`config.mk`:
```
export PLATFORM = sky130hd
export DESIGN_NAME = nios_system_onchip_mem_arbiter
export DESIGN_NICKNAME = d
export VERILOG_FILES = /design/src/rtl/nios_system_onchip_mem_arbiter.sv
export SDC_FILE = /design/constraint.sdc
export NUM_CORES = 1
export LEC_CHECK = 0
export CORE_ASPECT_RATIO = 1.25
export CORE_MARGIN = 10
export CORE_UTILIZATION = 21
export CTS_BUF_LIST = sky130_fd_sc_hd__clkbuf_4 sky130_fd_sc_hd__clkbuf_8 sky130_fd_sc_hd__clkbuf_16
export DETAILED_ROUTE_END_ITERATION = 8
export PLACE_DENSITY = 0.85
export SLEW_MARGIN = 25
export SYNTH_ARGS = -nofsm -noshare
export SYNTH_HDL_FRONTEND = slang
export SYNTH_SLANG_ARGS = --single-unit
```
`constraint.sdc`:
```
create_clock -name clk -period 1.3 [get_ports clk]
set_input_delay 0.26 -clock clk [delete_from_list [all_inputs] [get_ports clk]]
set_output_delay 0.26 -clock clk [all_outputs]
set_load 0.05 [all_outputs]
```
`src/rtl/nios_system_onchip_mem_arbiter.sv`:
```
// rtl/nios_system_onchip_mem_arbiter.sv - two-requester arbiter in front of a single-port on-chip RAM.
// Optional address bounds checking is enabled by defining ONCHIP_MEM_ARB_BOUNDS_CHECK_EN.
module nios_system_onchip_mem_arbiter #(
  parameter int ADDR_W = 13,
  parameter int DEPTH  = 5120
) (
  input  logic              clk,
  input  logic              reset,

  input  logic [ADDR_W-1:0] m0_address,
  input  logic              m0_read,
  input  logic              m0_write,
  input  logic [3:0]        m0_byteenable,
  input  logic [31:0]       m0_writedata,
  output logic              m0_waitrequest,
  output logic [31:0]       m0_readdata,
  output logic              m0_readdatavalid,

  input  logic [ADDR_W-1:0] m1_address,
  input  logic              m1_read,
  input  logic              m1_write,
  input  logic [3:0]        m1_byteenable,
  input  logic [31:0]       m1_writedata,
  output logic              m1_waitrequest,
  output logic [31:0]       m1_readdata,
  output logic              m1_readdatavalid,

  output logic [ADDR_W-1:0] mem_address,
  output logic [3:0]        mem_byteenable,
  output logic              mem_chipselect,
  output logic              mem_write,
  output logic [31:0]       mem_writedata,
  input  logic [31:0]       mem_readdata,
  output logic              mem_clken,

  output logic              err_oob
);

  logic              req0;
  logic              req1;
  logic              grant0;
  logic              grant1;
  logic              granted;
  logic              win_write;
  logic [ADDR_W-1:0] win_addr;
  logic [3:0]        win_be;
  logic [31:0]       win_wdata;
  logic              oob;

  logic last_grant_q, last_grant_d;
  logic rd_valid_q,   rd_valid_d;
  logic rd_owner_q,   rd_owner_d;
  logic rd_oob_q,     rd_oob_d;
  logic err_oob_q,    err_oob_d;

  // Grant: sole requester wins; on a tie the one not served last time wins.
  always_comb begin
    req0   = m0_read | m0_write;
    req1   = m1_read | m1_write;
    grant0 = 1'b0;
    grant1 = 1'b0;
    if (!reset) begin
      if (req0 && (!req1 || last_grant_q)) begin
        grant0 = 1'b1;
      end else if (req1) begin
        grant1 = 1'b1;
      end
    end
    granted = grant0 | grant1;
  end

  always_comb begin
    win_write = grant1 ? m1_write      : m0_write;
    win_addr  = grant1 ? m1_address    : m0_address;
    win_be    = grant1 ? m1_byteenable : m0_byteenable;
    win_wdata = grant1 ? m1_writedata  : m0_writedata;
  end

`ifdef ONCHIP_MEM_ARB_BOUNDS_CHECK_EN
  always_comb begin
    oob = granted && (32'(win_addr) >= 32'(DEPTH));
  end
`else
  always_comb begin
    oob = 1'b0;
  end
`endif

  // Out-of-range accesses are still accepted but never reach the RAM.
  always_comb begin
    mem_chipselect = granted & ~oob;
    mem_write      = granted & win_write & ~oob;
    mem_address    = granted ? win_addr  : '0;
    mem_byteenable = granted ? win_be    : 4'h0;
    mem_writedata  = granted ? win_wdata : 32'h0;
    mem_clken      = ~reset;
    m0_waitrequest = req0 & ~grant0;
    m1_waitrequest = req1 & ~grant1;
  end

  always_comb begin
    last_grant_d = granted ? grant1 : last_grant_q;
    rd_valid_d   = granted & ~win_write;
    rd_owner_d   = grant1;
    rd_oob_d     = oob;
    err_oob_d    = oob;
  end

  always_ff @(posedge clk or posedge reset) begin
    if (reset) begin
      last_grant_q <= 1'b1;
      rd_valid_q   <= 1'b0;
      rd_owner_q   <= 1'b0;
      rd_oob_q     <= 1'b0;
      err_oob_q    <= 1'b0;
    end else begin
      last_grant_q <= last_grant_d;
      rd_valid_q   <= rd_valid_d;
      rd_owner_q   <= rd_owner_d;
      rd_oob_q     <= rd_oob_d;
      err_oob_q    <= err_oob_d;
    end
  end

  always_comb begin
    m0_readdata      = rd_oob_q ? 32'h0 : mem_readdata;
    m1_readdata      = rd_oob_q ? 32'h0 : mem_readdata;
    m0_readdatavalid = rd_valid_q & ~rd_owner_q;
    m1_readdatavalid = rd_valid_q &  rd_owner_q;
    err_oob          = err_oob_q;
  end

endmodule
```
After elaboration in Yosys (flattened, before gate mapping)
Cells that the tools add are included.

Word-level logic and storage cells: 32. Flip-flop bits (word level): 3. Output and inout bits: 121. Input bits: 136.

Muxes and demuxes: 12. Bitwise operators: 14. Reductions and logical operators: 3.

Operators by type and width (count): $mux 32 (2); $mux 13 (2); $mux 4 (2); $and 1x1->1 (6); $mux 1 (6); $not 1->1 (5); $or 1x1->1 (3); $logic_and 1x1->1 (1); $logic_not 1->1 (1); $logic_or 1x1->1 (1).

Depth between registers and ports, before layout
Depth in word-level cells: 9. Depth in mapped cells: 5. Gate-level depth less buffers: 3.

Least setup slack after synthesis
OpenSTA, ideal clock, no wires.

Path kind: input to output. From: input reset. To: output mem_writedata[22]. Slack: -0.656 ns. Path buffers: 1. Arrival time: 1.696 ns. Cell stages on the path: 4. Cells stage by stage: inv_1 clkbuf_1 o2111ai_1 nand2_1.

Cells in the longest elaborated chain, start to end: 3.

RTL lines: start, declared (line 8) `input logic reset,`; $mux 1 (line 62) `if (!reset) begin`; $mux 32 / $or 1x1->1 (equally long branches) (line 76, 69); $mux 32 (*) (line 95) `mem_writedata = granted ? win_wdata : 32'h0;`; end, declared (line 32) `output logic [31:0] mem_writedata,`.

Every way passes the cells marked *; elsewhere a longest branch is shown, timed or not.

Worst setup path in the final report
From: register last_grant_q. To: output mem_write.

Cells in the longest elaborated chain, start to end: 6.

RTL lines: start, declared (line 50) `logic last_grant_q, last_grant_d;`; start signal, assigned (line 117) `last_grant_q <= last_grant_d;`; $logic_or 1x1->1 (*) (line 63) `if (req0 && (!req1 || last_grant_q)) begin`; $logic_and 1x1->1 (*) (line 63); $mux 1 (*) (line 63); $mux 1 (*) (line 62); named net grant1 (line 42) `logic grant1;`; $or 1x1->1 / $mux 1 (equally long branches) (line 69, 73); $and 1x1->1 (*) (line 92) `mem_write = granted & win_write & ~oob;`; end, declared (line 31) `output logic mem_write,`.

The timed path passes the listed nets; every way through them passes the cells marked *.

==> results.yml <==
power_and_ir_drop:
  power_frac_seq_pct: 3.5
  intPower_mw: 1.845
  power_frac_comb_pct: 88.1
  p_per_area_nw_per_um2: 834.3
  p_switching_mw: 1.637
  power.clock.fraction_pct: 8.4
  switching_share_pct: 47.01
  p_leak_nw: 1.697
  irDropWorstVdd_mv: 0.4686
  report.power.total_mw: 3.481
floorplan:
  die-area_sq_um: 12060
  io_pins: 257
  die_height_microns: 120.3
  start_util_pct: 21.57
  num_rows: 36
  die_w_microns: 100.2
  fp.coreArea_sq_um: 7838
route:
  drt_pass1_iterations: 4
  drtIter0Drc: 89
  drcViolationCount: 0
  via_per_inst: 5.301
  wire_per_inst_microns: 22.01
  wl_microns: 10240
  ant_nets: 0
  vias: 2465
timing:
  finalCritPeriodShare_pct: 141.0
  post-route-min-period_ps: 1833
  timing.final.ws_setup_ps: -532.7
  drv_slew: 0
  max_freq_mhz: 545.6
  skew_ps: 2.382
  rsz0062_at_grt: "true"
  hold_violations: 0
  fin_setup_tns_ps: -25300
  setup_violations: 54
cts:
  cts_buffer_depth: 2
  cts.sinks: 3
  htreeDepth: 1
  cts_tree: "built"
  clock-root-buffer: "clkbuf_8"
  numCtsBuffers: 3
  path_clk_slew_ps: 30
  clk_latency_ps: 220
finish:
  fillers: 682
  drive_above_1_share_pct: 50.00
  antenna_cells: 0
  fin_cells: 465
  mostFrequentLayoutCells: "clkdlybuf4s50_1 (98), buf_12 (56), nand2_2 (48)"
  syn2layout_area_growth_pct: 146.9
  final_common_cell: "clkdlybuf4s50_1"
  final_nets: 507
critical_path:
  ff2ff_setup_slack_ps: -130
  slowest_delay_ps: 560
  reg2reg_depth: 5
  r2r-start: "last_grant_q"
  cpMaxStageDelayCell: "dfstp_2"
  crit_path_frequent_cell: "buf_12"
  r2r-end: "rd_valid_q"
  cp_max_fo: 5
  critPathArrivalTime_ps: 1570
  crit_chain: "o21ai_4, buf_12, and2_4, o31ai_4, buf_12"
  startpoint: "last_grant_q"
  critPathRequiredTime_ps: 1040
  critPathLaunchType: "register"
  end_kind: "output pin"
  critical_path_class: "register to output pin"
global_route:
  grt_pass1_wl_microns: 15580
  overflow: 0
  antenna_found_initial: 0
  grt_max_degree: 30
  grt.total_usage_pct: 16.04
  grt_pass1_vias: 2751
hold_path:
  hold_class: "input pin to asynchronous set/reset pin"
outcome:
  status: "finished, violations left"
  violations: "setup timing"
logic_synthesis:
  syn_inst: 267
  yosysSeqAreaShare_pct: 4.515
  synth_area_sq_um: 1690
  postSynthAreaPerCell_sq_um: 6.331
  yosys_warnings: 0
  syn_nets: 403
  synth.distinct_cells: 24
  postSynthRegisterBits: 3
place:
  hpwlAfterDp_microns: 7351
  place_inst: 447
  port_buffers: 159
  gp_congestion: 0.7787
flow_run:
  drv_cap: 0
cell usage after synthesis, drive strengths merged:
cell type / n / area share [%]
nand2: 49 / 11
o21a: 1 / 0.44
o211a: 1 / 0.59
nor2: 4 / 1.0
o22a: 1 / 0.52
nor2b: 1 / 0.37
or2: 1 / 0.37
a21oi: 1 / 0.30
o21ai: 1 / 0.30
o31ai: 1 / 0.74
nand3: 50 / 15
dfstp: 1 / 1.6
buf: 83 / 34
o2111ai: 49 / 25
and2: 2 / 0.89
inv: 2 / 0.44
o21ba: 1 / 0.59
conb: 1 / 0.22
clkbuf: 15 / 3.4
dfrtp: 2 / 3.0
worst max-delay path, delay by kind of cell (launching register included):
| family | cells | cell delay, ps |
|---|---|---|
| buf+inv | 2 | 310 |
| flops | 1 | 560 |
| compound gates | 2 | 290 |
| simple gates | 1 | 180 |
flip-flops by register name (all words and copies together), names as in the netlist:
register,cells
last_grant_q,1
rd_owner_q,1
rd_valid_q,1
power by group through the flow:
stage,logic (mW),clock network [mW],registers [mW]
2_1_floorplan,1.82,0,0.116
3_3_place_gp,2.57,0,0.131
3_5_place_dp,2.61,0,0.130
4_1_cts,3.11,0.298,0.123
5_1_grt,3.19,0.316,0.126
6_report,3.07,0.293,0.123
routing by layer:
metal | vias up | part of all wire, % | track usage, %
met2 | 137 | 54 | 29.79
met1 | 1143 | 33 | 15.80
met5 | - | 0 | 0
met4 | 0 | 5.0 | 8.407
li1 | 1122 | - | -
met3 | 63 | 8.7 | 4.046
how the worst max path moves through the flow:
stage | depth (start not counted) | end
floorplan | 4 | mem_write
global placement | 6 | mem_byteenable[3]
detailed placement | 6 | mem_byteenable[3]
CTS | 8 | mem_writedata[19]
global route | 5 | mem_byteenable[3]
finish | 5 | mem_write
stage by stage:
step / area [sq um] / worst slack (ps) / hold WS [ps] / util, %
finish: 4173 / -532.7 / 262.2 / 53.24
global route: 4173 / -592.8 / 269.5 / 53.24
CTS: 4184 / -618.6 / 253.0 / 53.38
detailed placement: 3598 / -686.3 / 520.5 / 45.91
global placement: 3598 / -650.0 / 520.5 / 45.91
floorplan: 1861 / -336.0 / 338.6 / -
final cells by class:
type                       count  area [sq um]  share of cell area (%)
timing repair buffer         197          2646                   63.42
multi-input combinational    164          1270                   30.43
clock buffer                   4         48.80                   1.169
tap                           95         118.9                   2.849
inverter                       2         12.51                  0.2999
sequential                     3         76.32                   1.829
kinds of logic after synthesis:
kind of cell / share of synthesized area, %
other: 0.2218
DFF: 4.516
and+or+nand+nor: 28.35
AOI/OAI and AO/OA: 28.87
buffers and inverters: 38.05
what timing repair did:
action / CTS / global route
hold buffers: 0 / 0
endpoints found under the setup margin: 56 / 54
pin swaps: 24 / 1
resized for setup: 89 / 1
setup buffers: 8 / 2
gates cloned: 6 / 0
(Power assumes the default switching activity.)
